`src/rtl/mem_refill_arbiter_pkg.sv`:
```
// Shared encodings for the I/D refill arbiter: FSM states, burst owner,
// and the line-offset arithmetic derived from the burst length.
package mem_refill_arbiter_pkg;

    typedef enum logic [1:0] {
        IDLE = 2'd0,
        XFER = 2'd1,
        DONE = 2'd2
    } state_e;

    typedef enum logic {
        OWN_I = 1'b0,
        OWN_D = 1'b1
    } owner_e;

    // Byte-offset bits inside one 32-bit word.
    localparam int unsigned WORD_OFF_W = 2;

    // Number of address bits covered by one line of line_words words.
    function automatic int unsigned off_w(input int unsigned line_words);
        return $clog2(line_words) + WORD_OFF_W;
    endfunction

    // Line base address: the offset bits inside the line are cleared.
    function automatic logic [31:0] line_base(input logic [31:0] addr,
                                              input int unsigned line_words);
        return addr & ~((32'd1 << off_w(line_words)) - 32'd1);
    endfunction

endpackage

```
`src/rtl/mem_refill_arbiter_beat_seq.sv`:
```
// Beat sequencer for one line burst: a latency counter that holds each word
// address for MEM_LAT cycles and a beat counter that walks the line.
module mem_beat_seq
    import mem_refill_arbiter_pkg::*;
#(
    parameter int unsigned LINE_WORDS = 4,
    parameter int unsigned MEM_LAT    = 2
) (
    input  logic                          clk,
    input  logic                          rst,
    input  logic                          start_i,
    input  logic                          en_i,
    output logic [$clog2(LINE_WORDS)-1:0] beat_o,
    output logic                          last_cyc_o,
    output logic                          last_beat_o
);

    localparam int unsigned BEAT_W = $clog2(LINE_WORDS);
    localparam int unsigned LAT_W  = (MEM_LAT > 1) ? $clog2(MEM_LAT) : 1;

    logic [LAT_W-1:0]  lat_q, lat_d;
    logic [BEAT_W-1:0] beat_q, beat_d;

    assign last_cyc_o  = (lat_q == LAT_W'(MEM_LAT - 1));
    assign last_beat_o = (beat_q == BEAT_W'(LINE_WORDS - 1));
    assign beat_o      = beat_q;

    // Next counter values: restart on a grant, otherwise advance while the
    // burst runs; the beat counter wraps to 0 only after the final beat.
    always_comb begin
        lat_d  = lat_q;
        beat_d = beat_q;
        if (start_i) begin
            lat_d  = '0;
            beat_d = '0;
        end else if (en_i) begin
            if (last_cyc_o) begin
                lat_d  = '0;
                beat_d = beat_q + 1'b1;
            end else begin
                lat_d = lat_q + 1'b1;
            end
        end
    end

    // Counter registers, cleared by the active-low synchronous reset.
    always_ff @(posedge clk) begin
        if (!rst) begin
            lat_q  <= '0;
            beat_q <= '0;
        end else begin
            lat_q  <= lat_d;
            beat_q <= beat_d;
        end
    end

endmodule

```
`src/rtl/mem_refill_arbiter.sv`:
```
// Arbiter sharing one external memory port between I-cache refills and
// D-cache refills/write-backs. Each grant runs a full line burst; D wins ties
// until it has taken MAX_D_STREAK consecutive grants over a waiting I side.
module mem_refill_arbiter
    import mem_refill_arbiter_pkg::*;
#(
    parameter int unsigned LINE_WORDS   = 4,
    parameter int unsigned MEM_LAT      = 2,
    parameter int unsigned MAX_D_STREAK = 3
) (
    input  logic                          clk,
    input  logic                          rst,
    input  logic                          i_req,
    input  logic [31:0]                   i_addr,
    output logic [31:0]                   i_rdata,
    output logic                          i_rvalid,
    output logic [$clog2(LINE_WORDS)-1:0] i_beat,
    output logic                          i_done,
    input  logic                          d_req,
    input  logic                          d_we,
    input  logic [31:0]                   d_addr,
    input  logic [31:0]                   d_wdata,
    output logic [31:0]                   d_rdata,
    output logic                          d_rvalid,
    output logic [$clog2(LINE_WORDS)-1:0] d_beat,
    output logic                          d_done,
    output logic [31:0]                   mem_addr,
    output logic [31:0]                   mem_wdata,
    output logic                          mem_wb,
    input  logic [31:0]                   mem_rdata
);

    localparam int unsigned BEAT_W   = $clog2(LINE_WORDS);
    localparam int unsigned STREAK_W = (MAX_D_STREAK > 0) ? $clog2(MAX_D_STREAK + 1) : 1;

    state_e              state_q;
    owner_e              owner_q;
    logic [31:0]         base_q;
    logic                we_q;
    logic [STREAK_W-1:0] streak_q;
    logic [31:0]         rdata_q;
    logic [BEAT_W-1:0]   rbeat_q;
    logic                i_rvalid_q, d_rvalid_q;
    logic                i_done_q, d_done_q;

    logic                grant_i, grant_d, streak_max;
    logic                seq_start, in_xfer;
    logic [BEAT_W-1:0]   beat;
    logic                last_cyc, last_beat;

    // Grant decision: a lone request wins; on a tie D wins unless it has
    // already used up its streak while I was waiting.
    always_comb begin
        streak_max = (streak_q == STREAK_W'(MAX_D_STREAK));
        grant_i    = i_req && (!d_req || streak_max);
        grant_d    = d_req && !grant_i;
    end

    assign in_xfer   = (state_q == XFER);
    assign seq_start = (state_q == IDLE) && (grant_i || grant_d);

    mem_beat_seq #(
        .LINE_WORDS (LINE_WORDS),
        .MEM_LAT    (MEM_LAT)
    ) u_seq (
        .clk         (clk),
        .rst         (rst),
        .start_i     (seq_start),
        .en_i        (in_xfer),
        .beat_o      (beat),
        .last_cyc_o  (last_cyc),
        .last_beat_o (last_beat)
    );

    // Arbitration FSM with registered return-path and done outputs. Read
    // data is not reset: it is only visible while a valid flag is set.
    always_ff @(posedge clk) begin
        if (!rst) begin
            state_q    <= IDLE;
            owner_q    <= OWN_I;
            we_q       <= 1'b0;
            streak_q   <= '0;
            i_rvalid_q <= 1'b0;
            d_rvalid_q <= 1'b0;
            i_done_q   <= 1'b0;
            d_done_q   <= 1'b0;
        end else begin
            i_rvalid_q <= 1'b0;
            d_rvalid_q <= 1'b0;
            i_done_q   <= 1'b0;
            d_done_q   <= 1'b0;
            case (state_q)
                IDLE: begin
                    if (grant_i) begin
                        owner_q  <= OWN_I;
                        base_q   <= line_base(i_addr, LINE_WORDS);
                        we_q     <= 1'b0;
                        streak_q <= '0;
                        state_q  <= XFER;
                    end else if (grant_d) begin
                        owner_q <= OWN_D;
                        base_q  <= line_base(d_addr, LINE_WORDS);
                        we_q    <= d_we;
                        state_q <= XFER;
                        if (!i_req) begin
                            streak_q <= '0;
                        end else if (!streak_max) begin
                            streak_q <= streak_q + 1'b1;
                        end
                    end else begin
                        // No request at all, so I is not waiting either.
                        streak_q <= '0;
                    end
                end
                XFER: begin
                    if (last_cyc) begin
                        if (!we_q) begin
                            rdata_q <= mem_rdata;
                            rbeat_q <= beat;
                            if (owner_q == OWN_I) begin
                                i_rvalid_q <= 1'b1;
                            end else begin
                                d_rvalid_q <= 1'b1;
                            end
                        end
                        if (last_beat) begin
                            state_q <= DONE;
                            if (owner_q == OWN_I) begin
                                i_done_q <= 1'b1;
                            end else begin
                                d_done_q <= 1'b1;
                            end
                        end
                    end
                end
                DONE: begin
                    // Grant is deliberately skipped here so the requester can
                    // see done and drop its request first.
                    state_q <= IDLE;
                end
                default: begin
                    state_q <= IDLE;
                end
            endcase
        end
    end

    // Memory port drive: only active during XFER; the write strobe lands on
    // the last cycle of each beat so the word address has settled.
    always_comb begin
        mem_addr  = '0;
        mem_wdata = '0;
        mem_wb    = 1'b0;
        if (in_xfer) begin
            mem_addr  = base_q + {{(32 - BEAT_W - WORD_OFF_W){1'b0}}, beat, 2'b00};
            mem_wdata = d_wdata;
            mem_wb    = (owner_q == OWN_D) && we_q && last_cyc;
        end
    end

    // Requester-side outputs: the beat index follows the returned word when
    // a valid is shown, else the live beat of the owner's transfer.
    always_comb begin
        i_rvalid = i_rvalid_q;
        d_rvalid = d_rvalid_q;
        i_done   = i_done_q;
        d_done   = d_done_q;
        i_rdata  = i_rvalid_q ? rdata_q : '0;
        d_rdata  = d_rvalid_q ? rdata_q : '0;
        i_beat   = '0;
        d_beat   = '0;
        if (i_rvalid_q) begin
            i_beat = rbeat_q;
        end else if (in_xfer && (owner_q == OWN_I)) begin
            i_beat = beat;
        end
        if (d_rvalid_q) begin
            d_beat = rbeat_q;
        end else if (in_xfer && (owner_q == OWN_D)) begin
            d_beat = beat;
        end
    end

endmodule

```
`config.mk`:
```
export PLATFORM = sky130hd
export DESIGN_NAME = mem_refill_arbiter
export DESIGN_NICKNAME = d
export VERILOG_FILES = /design/src/rtl/mem_refill_arbiter_pkg.sv /design/src/rtl/mem_refill_arbiter_beat_seq.sv /design/src/rtl/mem_refill_arbiter.sv
export SDC_FILE = /design/constraint.sdc
export NUM_CORES = 1
export LEC_CHECK = 0
export ABC_AREA = 1
export CAP_MARGIN = 0
export CORE_MARGIN = 3
export CORE_UTILIZATION = 25
export DETAILED_ROUTE_END_ITERATION = 7
export HOLD_SLACK_MARGIN = 0.03
export SLEW_MARGIN = 20
export SYNTH_ARGS = -nofsm -noshare
export SYNTH_HDL_FRONTEND = slang
export SYNTH_SLANG_ARGS = --single-unit
```
`constraint.sdc`:
```
create_clock -name clk -period 3.3 [get_ports clk]
set_input_delay 0.66 -clock clk [delete_from_list [all_inputs] [get_ports clk]]
set_output_delay 0.66 -clock clk [all_outputs]
set_load 0.05 [all_outputs]
```
==> flow_summary.toml, run 1 <==
[run_status]
outcome = "completed"

[final_layout]
nets = 896
drive_above_1_share_pct = 4.439
area_growth_pct = 78.27
diodes = 0
mostFrequentLayoutCell = "clkdlybuf4s50_1"
nFillCells = 1475
mostFrequentLayoutCells = "252 x clkdlybuf4s50_1, 142 x inv_1, 139 x nand2_1, 67 x nor2_1, 62 x edfxtp_1"

[route]
wl_per_cell_microns = 13.07
drc = 0
drt_first_pass_iters = 4
routed_wl_microns = 12770
via_count = 3773
routed_via_density = 3.862
ant_nets = 0
drtIter0Drc = 144

[setup_path]
start_kind = "input pin"
crit_fanout = 1
r2r_cells = 7
timing.rr.start = "state_q[1]"
r2r-end = "rdata_q[29]"
cp-end-kind = "output port"
crit_arrival_ns = 2.16
cp.required_ns = 2.64
r2r_slack_ns = 1.50
crit_type = "input pin to output port"

[yosys]
synth_area_leaders = "edfxtp_1 48%, inv_1 14%, nand2_1 13%"
yosysWarnings = 0
synth_area_sq_um = 3904
synthesis.instances = 508
yosysTopAreaCellShare_pct = 47.69
yosys.area.top_type = "edfxtp_1"
syn_area_per_cell_sq_um = 7.685
synth-seq-area-share_pct = 54.36
ys_ff_latch = 75
yosysUniqueCellTypes = 21

[sta]
timing.fmax_mhz = 354.3
finalHoldViolCount = 0
worstMarginPinSlew_ns = 0.6252
slew_violations = 0
rsz0062_at_grt = "false"
setup_viol = 0
finalCriticalPeriod_ns = 2.823
relSlewSlack_pct = 58.19
tns_ns = 0
fin_skew_ns = 0.008530
fin_crit_sh_pct = 85.53

[global_routing]
grtUsageMet1_pct = 15.10
grt_first_pass_wirelength_microns = 17760
antenna_found_initial = 0
gr-total-overflow = 0
grt_util_met3_pct = 2.073
grt_max_degree = 51
grtUsageMet2_pct = 25.78
top_usage_layer = "met2"
grt.total_usage_pct = 13.79
grt_pass1_vias = 3311

[clocking]
ctsResizeCount = 0
cts-htree-levels = 3
cts_buffer_depth = 2
numClockSinks = 75
cts_buffers = 9
hold_buffers = 0
clk_pin_slew_ns = 0.05
post_cts_buffers = 0
clock_latency_ns = 0.34
cts-root-buf = "clkbuf_16"
cts_tree = "yes"

[hold_path]
whs_path_depth = 1
hold_end = "i_rvalid"
min_from = "owner_q"
min_path_type = "flop to flop"

[placement]
portBuffers = 259
dp_hpwl_microns = 9749
place.gp.congestion = 0.7485

[floorplanning]
top_level_ports = 270
die_area_sq_um = 17150
row_count = 45
start_util_pct = 25.58
die_y_microns = 131.0
core_area_sq_um = 15260
die_x_microns = 131.0

[power]
power_leakage_nw = 3.384
peakVddDrop_v = 0.0001732
p_per_area_nw_per_um2 = 380.9
finalPower_w = 0.002651

[flow_run]
max-cap-violations = 0
## Yosys cell counts
cell	n
ha_1	2
nand4_1	2
nor2_2	1
edfxtp_1	62
buf_6	3
inv_1	142
buf_2	17
conb_1	1
nand2_1	139
dfxtp_1	13
o21ai_0	2
o22ai_1	4
o21ai_2	1
nor2_1	68
nand3_1	32
a21oi_1	6
nand2_2	1
nor3_1	4
buf_4	4
inv_2	1
clkbuf_1	3
## kinds of logic (layout without fill, tap and decap cells)
group	Yosys count	after routing	synth area share [%]
other	1	2	0.09606
AO/OA/AOI/OAI	13	13	1.891
flip-flops	75	75	54.36
AND/OR/NAND/NOR	247	247	25.16
buffers and inverters	170	427	17.85
adder cells (fa/ha/maj)	2	2	0.6409
## report_power, final
group | internal (W) | leakage (nW) | switching [W] | total [W]
Sequential | 0.00106 | 0.677 | 0.0000106 | 0.00108
Combinational | 0.000256 | 2.56 | 0.000342 | 0.000599
Clock | 0.000605 | 0.144 | 0.000372 | 0.000977
Total | 0.00193 | 3.38 | 0.000725 | 0.00265
## registers in the layout, summed over array words and instances, names as in the netlist
register,count
i_rvalid,1
streak_q,2
rdata_q,32
u_seq.beat_o,2
base_q,28
state_q,2
u_seq.last_cyc_o,1
owner_q,1
rbeat_q,2
we_q,1
d_done,1
i_done,1
d_rvalid,1
## final cells by class
cell class              instances  area [sq um]  area share (%)
multi-input cells             264          1091           15.68
well taps                     211         264.0           3.794
clock buffers                  13         250.2           3.596
flip-flops and latches         75          2122           30.49
repair buffers                268          2655           38.15
inverters                     143         536.8           7.713
clock inverters                 3         40.04          0.5753
## per-layer routing
layer / vias up / part of all wire [%]
met3: 17 / 6.1
met2: 113 / 54
met4: 0 / 2.4
met5: - / 0
li1: 1983 / -
met1: 1660 / 38
## stage by stage
| step | hold slack (ns) | worst slack, ns | area (sq um) | cells | util (%) |
|---|---|---|---|---|---|
| 2_1_floorplan | 0.4264 | 0.7108 | 3908 | 509 | - |
| 3_5_place_dp | 0.4521 | 0.4426 | 6669 | 961 | 43.71 |
| 5_1_grt | 0.4795 | 0.4096 | 6959 | 977 | 45.61 |
| 3_3_place_gp | 0.4563 | 0.4556 | 6669 | 961 | 43.71 |
| 6_report | 0.4633 | 0.4774 | 6959 | 977 | 45.61 |
| 4_1_cts | 0.4663 | 0.4423 | 6959 | 977 | 45.61 |
## how the worst max path moves through the flow
stage / from / to / slack, ns / cells past startpoint
finish: d_wdata[14] / mem_wdata[14] / 0.48 / 4
global route: d_wdata[14] / mem_wdata[14] / 0.41 / 4
CTS: d_wdata[14] / mem_wdata[14] / 0.44 / 4
global placement: d_wdata[14] / mem_wdata[14] / 0.46 / 4
detailed placement: d_wdata[14] / mem_wdata[14] / 0.44 / 4
floorplan: rst / base_q[10] / 0.71 / 3
## critical path, stage by stage
cell             delay (ns)
clkdlybuf4s50_1        0.45
inv_1                  0.03
nor2_1                 0.18
clkdlybuf4s50_1        0.84
No activity file was read; power rests on OpenSTA's default activity.
==> run 2: changes to the inputs <==
--- a/config.mk
+++ b/config.mk
@@ -11,6 +11,7 @@
 export CORE_UTILIZATION = 25
 export DETAILED_ROUTE_END_ITERATION = 7
 export HOLD_SLACK_MARGIN = 0.03
+export RECOVER_POWER = 25
 export SLEW_MARGIN = 20
 export SYNTH_ARGS = -nofsm -noshare
 export SYNTH_HDL_FRONTEND = slang
==> constraint.sdc (replaced) <==
create_clock -name clk -period 3.3 [get_ports clk]
set_input_delay 0.66 -clock clk [delete_from_list [all_inputs] [get_ports clk]]
set_output_delay 0.66 -clock clk [all_outputs]
set_load 0.005 [all_outputs]
==> run 2 against run 1 <==
Effect of this change:
- clock power increased by 6%
- sequential share of layout area decreased by 0.14 points
- critical path type unchanged
- sequential cell count did not move
- global-route usage up 0.36 points
- first-iteration DRC count rose by 17%
- register-to-register slack got worse by 0.02 ns
- combinational power decreased by 32%
==> flow_summary.toml, run 2 (synthesis results as in run 1) <==
[route]
drc = 0
via_count = 3778
ant_nets = 0
drt_first_pass_iters = 4
wl_per_cell_microns = 13.17
drtIter0Drc = 169
routed_wl_microns = 12860
routed_via_density = 3.871

[flow_run]
max-cap-violations = 0

[setup_path]
cp-end-kind = "output port"
r2r_cells = 4
timing.rr.start = "state_q[1]"
r2r_slack_ns = 1.48
crit_arrival_ns = 1.86
crit_type = "input pin to output port"
r2r-end = "base_q[8]"
cp.required_ns = 2.64
start_kind = "input pin"
crit_fanout = 1

[final_layout]
mostFrequentLayoutCell = "clkdlybuf4s50_1"
top_regs = "rdata_q (32), base_q (28)"
area_growth_pct = 79.10
mostFrequentLayoutCells = "223 x clkdlybuf4s50_1, 142 x inv_1, 139 x nand2_1, 67 x nor2_1, 62 x edfxtp_1"
diodes = 0
multi_input_area_sq_um = 1087
ff_latch_area_sq_um = 2122
nets = 895
regMostFlops = "rdata_q"
drive_above_1_share_pct = 3.399
nFillCells = 1514
largest_reg_flops = 32

[sta]
timing.fmax_mhz = 396.1
setup_viol = 0
slew_violations = 0
rsz0062_at_grt = "false"
finalHoldViolCount = 0
fin_crit_sh_pct = 76.51
tns_ns = 0
relSlewSlack_pct = 50.62
finalCriticalPeriod_ns = 2.525
fin_hold_ws_ns = 0.4644
worstMarginPinSlew_ns = 0.7407
fin_skew_ns = 0.008890

[clocking]
clk_pin_slew_ns = 0.06
cts_buffer_depth = 2
clock_latency_ns = 0.33
numClockSinks = 75
hold_buffers = 0
cts-htree-levels = 3
cts_tree = "yes"
cts_buffers = 9
post_cts_buffers = 0
ctsResizeCount = 0
cts-root-buf = "clkbuf_16"

[power]
power_leakage_nw = 3.392
p_seq_share_pct = 42.7
pwr-share-comb_pct = 16.1
finalPower_w = 0.002516
peakVddDrop_v = 0.0001917
power.internal_w = 0.001957
pwr-share-clk_pct = 41.1
p_per_area_nw_per_um2 = 359.9
power.switching_w = 0.0005591
p_sw_share_pct = 22.22

[hold_path]
hold_end = "i_rvalid"
min_from = "owner_q"
whs_path_depth = 1
min_path_type = "flop to flop"

[global_routing]
grt_first_pass_wirelength_microns = 18260
antenna_found_initial = 0
grt.total_usage_pct = 14.15
gr-total-overflow = 0
grt_pass1_vias = 3393
grt_max_degree = 61

[floorplanning]
core_area_sq_um = 15260
die_x_microns = 131.0
die_area_sq_um = 17150
top_level_ports = 270
row_count = 45
die_y_microns = 131.0
start_util_pct = 25.58

[placement]
portBuffers = 259
place.gp.congestion = 0.7496
dp_hpwl_microns = 9826

[run_status]
outcome = "completed"
==> run 2: area by class of cell <==
class                           instances  area share [%]
Timing Repair Buffer                  267           38.08
Sequential cell                        75           30.35
Multi-Input combinational cell        264           15.55
Inverter                              143           7.677
Clock buffer                           15           4.438
Tap cell                              211           3.776
Clock inverter                          1          0.1253
==> run 2: metal layers <==
layer  wire length, microns  global-route usage (%)  vias up
met3                    923                   2.927       14
met4                    238                   5.384        0
met1                   4566                   15.15     1656
met5                      0                       0        -
li1                       -                       -     1987
met2                   7128                   26.97      121
==> run 2: critical path, stage by stage <==
cell             delay (ns)
clkdlybuf4s50_1        0.46
inv_1                  0.04
nor2_1                 0.17
clkdlybuf4s50_1        0.54
==> run 2: metrics by stage <==
stage | cell area (sq um) | setup WS [ns] | std cells | utilization [%]
2_1_floorplan | 3908 | 0.7108 | 509 | -
3_5_place_dp | 6679 | 0.7329 | 960 | 43.77
6_report | 6992 | 0.7752 | 976 | 45.82
5_1_grt | 6992 | 0.6509 | 976 | 45.82
3_3_place_gp | 6679 | 0.7571 | 960 | 43.77
4_1_cts | 6998 | 0.7373 | 976 | 45.86
==> run 2: worst max path at each step <==
stage                      from            end  cells after the start
global placement    d_wdata[14]  mem_wdata[14]                      4
finish              d_wdata[14]  mem_wdata[14]                      4
global route           i_rvalid     i_rdata[3]                      4
floorplan                   rst     base_q[10]                      3
detailed placement  d_wdata[14]  mem_wdata[14]                      4
CTS                 d_wdata[14]  mem_wdata[14]                      4
==> run 2: power groups by stage <==
stage               combinational [W]  sequential [W]  clock (W)
floorplan                    0.000144         0.00109          0
global placement             0.000418         0.00109          0
detailed placement           0.000421         0.00110          0
CTS                          0.000423         0.00108    0.00106
global route                 0.000449         0.00108    0.00111
finish                       0.000405         0.00108    0.00104
==> run 3: changes to the inputs <==
==> constraint.sdc (replaced) <==
create_clock -name clk -period 2.1 [get_ports clk]
set_input_delay 0.42 -clock clk [delete_from_list [all_inputs] [get_ports clk]]
set_output_delay 0.42 -clock clk [all_outputs]
set_load 0.005 [all_outputs]
==> run 3 against run 2 <==
Effect of this change:
- hold slack improved by 0.0031 ns
- routed wire length rose by 11%
- clock power rose by 49%
- clock skew fell by 0.0020 ns
- global-route usage rose by 0.47 points
- via count rose by 3.6%
- die area did not move
==> flow_summary.toml, run 3 (synthesis results as in run 1) <==
[run_status]
outcome = "completed"

[global_routing]
top_usage_layer = "met2"
grt_util_met3_pct = 2.439
grt_max_degree = 49
grt_pass1_vias = 3403
gr-total-overflow = 0
antenna_found_initial = 0
grtUsageMet1_pct = 16.82
grt.total_usage_pct = 14.62
grt_first_pass_wirelength_microns = 18740
grtUsageMet2_pct = 26.88

[route]
routed_via_density = 3.965
wl_per_cell_microns = 14.49
drc = 0
routed_wl_microns = 14300
via_count = 3913
drt_first_pass_iters = 4
ant_nets = 0
drtIter0Drc = 238

[power]
peakVddDrop_v = 0.0002501
p_per_area_nw_per_um2 = 537.0
finalPower_w = 0.003926
power_leakage_nw = 4.289

[placement]
place.gp.congestion = 0.7641
dp_hpwl_microns = 10430
portBuffers = 259

[clocking]
numClockSinks = 75
cts_tree = "yes"
cts-root-buf = "clkbuf_16"
clock_latency_ns = 0.34
cts_buffers = 9
cts_buffer_depth = 2
clk_pin_slew_ns = 0.06
cts-htree-levels = 3
hold_buffers = 0

[setup_path]
crit_arrival_ns = 1.64
cp.required_ns = 1.68
start_kind = "flop"
crit_fanout = 13
crit_type = "flop to output port"
r2r_cells = 7
cp-end-kind = "output port"

[floorplanning]
top_level_ports = 270
die_y_microns = 131.0
row_count = 45
core_area_sq_um = 15260
die_x_microns = 131.0
die_area_sq_um = 17150
start_util_pct = 25.58

[sta]
slew_violations = 0
fin_hold_ws_ns = 0.4676
setup_viol = 0
finalCriticalPeriod_ns = 2.057
worstMarginPinSlew_ns = 0.6388
relSlewSlack_pct = 57.41
finalHoldViolCount = 0
fin_crit_sh_pct = 97.95
tns_ns = 0
timing.fmax_mhz = 486.2
fin_skew_ns = 0.006904
rsz0062_at_grt = "true"

[final_layout]
nets = 906
largest_reg_flops = 32
top_regs = "rdata_q (32), base_q (28)"
nFillCells = 1464
area_growth_pct = 87.28
mostFrequentLayoutCell = "clkdlybuf4s50_1"
regMostFlops = "rdata_q"
mostFrequentLayoutCells = "162 x clkdlybuf4s50_1, 141 x inv_1, 137 x nand2_1, 62 x edfxtp_1, 61 x nor2_1"
drive_above_1_share_pct = 6.186
fin_util_pct = 47.91
diodes = 0

[flow_run]
max-cap-violations = 0

[hold_path]
min_path_type = "flop to flop"
whs_path_depth = 1
==> run 3: cell type report <==
cell class	count	area (sq um)	area share, %
clock buffers	10	229.0	3.132
clock inverters	6	65.06	0.8900
inverters	143	541.8	7.411
multi-input cells	264	1131	15.47
flip-flops and latches	75	2125	29.06
well taps	211	264.0	3.611
repair buffers	278	2955	40.42
==> run 3: critical path, stage by stage (launching register included) <==
cell,delay [ns]
dfxtp_1,0.32
inv_2,0.10
nand2_8,0.11
buf_8,0.17
nor2_1,0.08
clkdlybuf4s50_1,0.51
==> run 3: where the power goes <==
part	internal, W	switching, W
clock	0.000922	0.000627
sequential	0.00167	0.0000190
combinational	0.000402	0.000283
total	0.00300	0.000929
==> run 3: final timing paths <==
check              from      endpoint  slack (ns)
max          state_q[1]  mem_wdata[4]        0.04
max reg2reg  state_q[1]   rdata_q[29]        0.30
min             owner_q      i_rvalid        0.47
min reg2reg     owner_q      i_rvalid        0.47
==> run 3: routing by layer <==
layer | part of all wire [%] | up-vias | wire length, microns
met5 | 0 | - | 0
met4 | 1.1 | 0 | 152
met3 | 4.2 | 11 | 604
met2 | 54 | 103 | 7778
met1 | 40 | 1784 | 5767
li1 | - | 2015 | -
==> run 3: metrics by stage <==
step | setup WS [ns] | cells | cell area, sq um
after floorplan | 0.2007 | 509 | 3910
after global placement | 0.05474 | 966 | 6761
after detailed placement | 0.05879 | 966 | 6761
after CTS | -0.02953 | 982 | 7057
after global routing | -0.03215 | 987 | 7311
final | 0.04314 | 987 | 7311
==> run 3: what timing repair did <==
action	CTS	global route
cloned	0	4
resized for setup	22	64
setup buffers	0	1
pin swaps	0	1
endpoints found under the setup margin	20	60
==> edit 1 (config.mk and constraints of run 1) <==
`LINE_WORDS` is set to 4 in 2 places; all go to 2.
--- a/src/rtl/mem_refill_arbiter_beat_seq.sv
+++ b/src/rtl/mem_refill_arbiter_beat_seq.sv
@@ -3,7 +3,7 @@
 module mem_beat_seq
     import mem_refill_arbiter_pkg::*;
 #(
-    parameter int unsigned LINE_WORDS = 4,
+    parameter int unsigned LINE_WORDS = 2,
     parameter int unsigned MEM_LAT    = 2
 ) (
     input  logic                          clk,
--- a/src/rtl/mem_refill_arbiter.sv
+++ b/src/rtl/mem_refill_arbiter.sv
@@ -4,7 +4,7 @@
 module mem_refill_arbiter
     import mem_refill_arbiter_pkg::*;
 #(
-    parameter int unsigned LINE_WORDS   = 4,
+    parameter int unsigned LINE_WORDS   = 2,
     parameter int unsigned MEM_LAT      = 2,
     parameter int unsigned MAX_D_STREAK = 3
 ) (
Ports: changed (resized d_beat and i_beat); port bits go from 270 to 268. The function was not compared with the original's and may differ.
==> edit 1 against run 1 <==
  * Sequential cell count down 1
  * Routed wire length up 1.1%
  * Via count up 3.3%
  * Clock skew down 0.0053 ns
  * Synthesized area down 1.2%
  * Worst setup slack worse by 0.044 ns
  * Global-route usage up 0.41 points
  * Final area down 0.63%
  * Power down 0.18%
  * Maximum frequency down 1.5%
  * Clock power down 1%
  * Largest power group unchanged
  * Highest routed layer unchanged
==> edit 1: results (changes against run 1) <==
[routing]
vias_per_cell=4.13  ; was 3.86
wl_per_cell_um=13.7  ; was 13.1 um
drt_iter0_drc=156  ; was 144

[cells_and_area]
filler_cell_count=1451  ; was 1,475
biggestRegsByFlops=rdata_q x32, base_q x29  ; was rdata_q x32, base_q x28
drive_gt1_share_pct=3.95  ; was 4.44%
final_nets=889  ; was 896

[pwr]
ir_drop_mv=0.334  ; was 0.173 mV
p_leak_nw=3.36  ; was 3.38 nW

[critical_path]
arrival_ns=2.21  ; was 2.16 ns
critPathMaxFanout=62  ; was 1

[timing]
relSlewSlack_pct=62.5  ; was 58.2%
skew_ns=0.00320  ; was 0.00853 ns

[min_path]
hold_class=reg2reg  ; unchanged

[yosys]
synth_common_cells=140 x nand2_1, 137 x inv_1, 67 x nor2_1, 62 x edfxtp_1, 36 x nand3_1  ; was 142 x inv_1, 139 x nand2_1, 68 x nor2_1, 62 x edfxtp_1, 32 x nand3_1
yosysWarnings=0  ; unchanged
synth_area_leaders=edfxtp_1 48%, nand2_1 14%, inv_1 13%  ; was edfxtp_1 48%, inv_1 14%, nand2_1 13%
synth_seq_area_share_pct=54.5  ; was 54.4%
yosysUniqueCellTypes=20  ; was 21

[global_routing]
grt_pass1_wl_mm=18.6  ; was 17.8 mm
grt_max_degree=63  ; was 51
grt_usage_pct=14.2  ; was 13.8%

[placed_design]
place_congestion=0.773  ; was 0.749
post_dp_cell_area_sq_mm=0.00662  ; was 0.00667 sq mm
hpwl_mm=10.0  ; was 9.75 mm

[outcome]
status=finished clean  ; unchanged

[edit 1: cell count changes after synthesis, sizes merged, moves of 2 or more]
cell,delta
buf,-3
a21oi,-2
nand3,+4
o22ai,-4
inv,-3
o21ai,+2
clkbuf,+2
[edit 1: path summary, 6_finish.rpt]
path / from / endpoint / slack [ns] / cells after the start
setup / recovery: state_q[0] / mem_wdata[1] / 0.43 / 6
hold / removal: streak_q[0] / streak_q[0] / 0.48 / 2
hold reg to reg: streak_q[0] / streak_q[0] / 0.48 / 2
setup reg to reg: state_q[1] / base_q[5] / 1.72 / 4
[edit 1: kinds of logic (layout without fill, tap and decap cells)]
logic type                 Yosys count  in the layout  share of synthesized area, %
AOI/OAI and AO/OA                    9              9                          1.27
adders and majority gates            1              1                         0.324
buffers and inverters              166            423                          17.4
DFF                                 74             74                          54.5
other                                1              2                        0.0972
and+or+nand+nor                    251            251                          26.4
[edit 1: worst max-delay path: stages (launching register included)]
cell and delay, ns:
dfxtp_1 0.37, inv_2 0.08, nor2_8 0.12, inv_2 0.06
buf_12 0.17, nor2_1 0.19, clkdlybuf4s50_1 0.83
[edit 1: through the flow]
stage / total power [W] / worst slack, ns / std cells
final: 0.00265 / 0.433 / 944
after global routing: 0.00277 / 0.321 / 944
after CTS: 0.00269 / 0.380 / 944
after detailed placement: 0.00171 / 0.469 / 928
after global placement: 0.00170 / 0.468 / 928
after floorplan: 0.00142 / 0.853 / 503
[edit 1: power breakdown]
part | total, W | internal [W] | leakage (nW) | switching [W]
sequential | 0.00107 | 0.00105 | 0.669 | 0.0000125
combinational | 0.000612 | 0.000260 | 2.55 | 0.000352
clock | 0.000967 | 0.000595 | 0.147 | 0.000372
total | 0.00265 | 0.00191 | 3.36 | 0.000737
[edit 1: metal layers]
| layer | wire length [um] | global-route usage (%) | vias up |
|---|---|---|---|
| met2 | 6910 | 26.7 | 142 |
| met4 | 240 | 4.89 | 0 |
| li1 | - | - | 1964 |
| met5 | 0 | 0 | - |
| met3 | 958 | 4.34 | 16 |
| met1 | 4790 | 14.9 | 1777 |
[edit 1: area by class of cell]
cell class	instances	area (sq um)	area share, %
flip-flops and latches	74	2100	30.4
clock buffers	13	282	4.07
clock inverters	3	18.8	0.271
multi-input cells	263	1090	15.8
well taps	184	230	3.33
repair buffers	267	2670	38.5
inverters	140	526	7.60
==> edit 2 (settings of run 1) <==
Made on the original files. Encoding of `state_e`: now one-hot (3 bits for 3 states).
--- a/src/rtl/mem_refill_arbiter_pkg.sv
+++ b/src/rtl/mem_refill_arbiter_pkg.sv
@@ -2,10 +2,10 @@
 // and the line-offset arithmetic derived from the burst length.
 package mem_refill_arbiter_pkg;
 
-    typedef enum logic [1:0] {
-        IDLE = 2'd0,
-        XFER = 2'd1,
-        DONE = 2'd2
+    typedef enum logic [2:0] {
+        IDLE = 3'b001,
+        XFER = 3'b010,
+        DONE = 3'b100
     } state_e;
 
     typedef enum logic {
Check against the original RTL: same outputs for any inputs over 4 cycles, from zero or initial values and one cycle with rst low; so few cycles prove little.
==> edit 2 against run 1 <==
  * Power down 0.60%
  * Hold slack improved by 0.0093 ns
  * Final area increased by 1.6%
  * Synthesized area increased by 1.6%
  * Non-clock buffer count stayed put
  * Routed wire length shrank 4.8%
  * Sequential cell count up 1
  * Worst setup slack worse by 0.093 ns
  * Critical endpoint is now d_rdata[11]
  * Largest cell class unchanged
  * Largest power group unchanged
  * Highest routed layer unchanged
==> edit 2: results (changes against run 1) <==
[outcome]
status=finished clean  ; unchanged

[global_routing]
grt_pass1_vias=3473  ; was 3,311
grt_usage_pct=13.4  ; was 13.8%
use_met2_pct=21.7  ; was 25.8%
grt_pass1_wl_mm=18.8  ; was 17.8 mm
gr-usage-met1_pct=16.2  ; was 15.1%
grt_max_degree=41  ; was 51
use_met3_pct=6.15  ; was 2.07%

[critical_path]
cp-startpoint=d_rvalid  ; was d_wdata[14]
timing.rr.start=streak_q[0]  ; was state_q[1]
critPathCapture=d_rdata[11]  ; was mem_wdata[14]
slowest_delay_ns=0.81  ; was 0.84 ns
worst-r2r-cell-count=6  ; was 7
critPathMaxFanout=19  ; was 1
arrival_ns=2.26  ; was 2.16 ns
r2r_end=base_q[7]  ; was rdata_q[29]

[placed_design]
place_congestion=0.715  ; was 0.749
hpwl_mm=9.32  ; was 9.75 mm
dp_cells=975  ; was 961
post_dp_cell_area_sq_mm=0.00675  ; was 0.00667 sq mm

[routing]
postRouteWirelength_mm=12.2  ; was 12.8 mm
wl_met2_mm=5.41  ; was 6.87 mm
wl_met3_mm=1.52  ; was 782 um
drt_iter0_drc=140  ; was 144
via_count=3829  ; was 3,773
wl_met1_mm=5.15  ; was 4.81 mm

[yosys]
synth_seq_area_share_pct=54.0  ; was 54.4%
synth_area_leaders=edfxtp_1 47%, nand2_1 14%, inv_1 13%  ; was edfxtp_1 48%, inv_1 14%, nand2_1 13%
yosysUniqueCellTypes=23  ; was 21
synth_common_cells=146 x nand2_1, 142 x inv_1, 73 x nor2_1, 62 x edfxtp_1, 35 x nand3_1  ; was 142 x inv_1, 139 x nand2_1, 68 x nor2_1, 62 x edfxtp_1, 32 x nand3_1
post_synth_fa_ha_maj_area_fraction_pct=0.631  ; was 0.641%
synth_compound_gate_area_share_pct=1.07  ; was 1.89%
postSynthAreaPerCell_sq_um=7.60  ; was 7.68 sq um

[timing]
relSlewSlack_pct=35.5  ; was 58.2%
skew_ns=0.00732  ; was 0.00853 ns

[min_path]
whs_endpoint=we_q  ; was i_rvalid
hold_path_depth=2  ; was 1
hold_path.startpoint=we_q  ; was owner_q

[cells_and_area]
final_nets=910  ; was 896
instances_no_fill=991  ; was 977
biggestRegsByFlops=rdata_q x32, base_q x28, state_q x3  ; was rdata_q x32, base_q x28
drive_gt1_share_pct=6.15  ; was 4.44%

[pwr]
ir_drop_mv=0.251  ; was 0.173 mV
p_leak_nw=3.49  ; was 3.38 nW
p_comb_share_pct=17.9  ; was 22.6%
intPower_w=0.00197  ; was 0.00193 W

[cts]
clkTransAtPathRegs_ns=0.06

edit 2: per-stage QoR:
step | hold WS (ns) | setup WS (ns) | total power (W) | util [%]
floorplan | 0.434 | 0.772 | 0.00136 | -
global placement | 0.465 | 0.571 | 0.00160 | 43.9
detailed placement | 0.469 | 0.560 | 0.00160 | 43.9
CTS | 0.478 | 0.326 | 0.00268 | 46.0
global route | 0.510 | 0.260 | 0.00275 | 46.0
finish | 0.473 | 0.384 | 0.00263 | 46.0
edit 2: final cells by class:
class                           count  area (sq um)
Clock inverter                      6          86.3
Timing Repair Buffer              268          2660
Clock buffer                       10           229
Sequential cell                    76          2140
Multi-Input combinational cell    277          1160
Inverter                          143           537
Tap cell                          211           264
Fill cell                        1555          8300
edit 2: worst reg2reg max path, cell delays in order, from the launching register on:
cell and delay (ns):
dfxtp_1 0.36, ha_1 0.16, inv_1 0.04, nand2_1 0.06
nand2_1 0.56, nand2_1 0.30, nand2_1 0.09
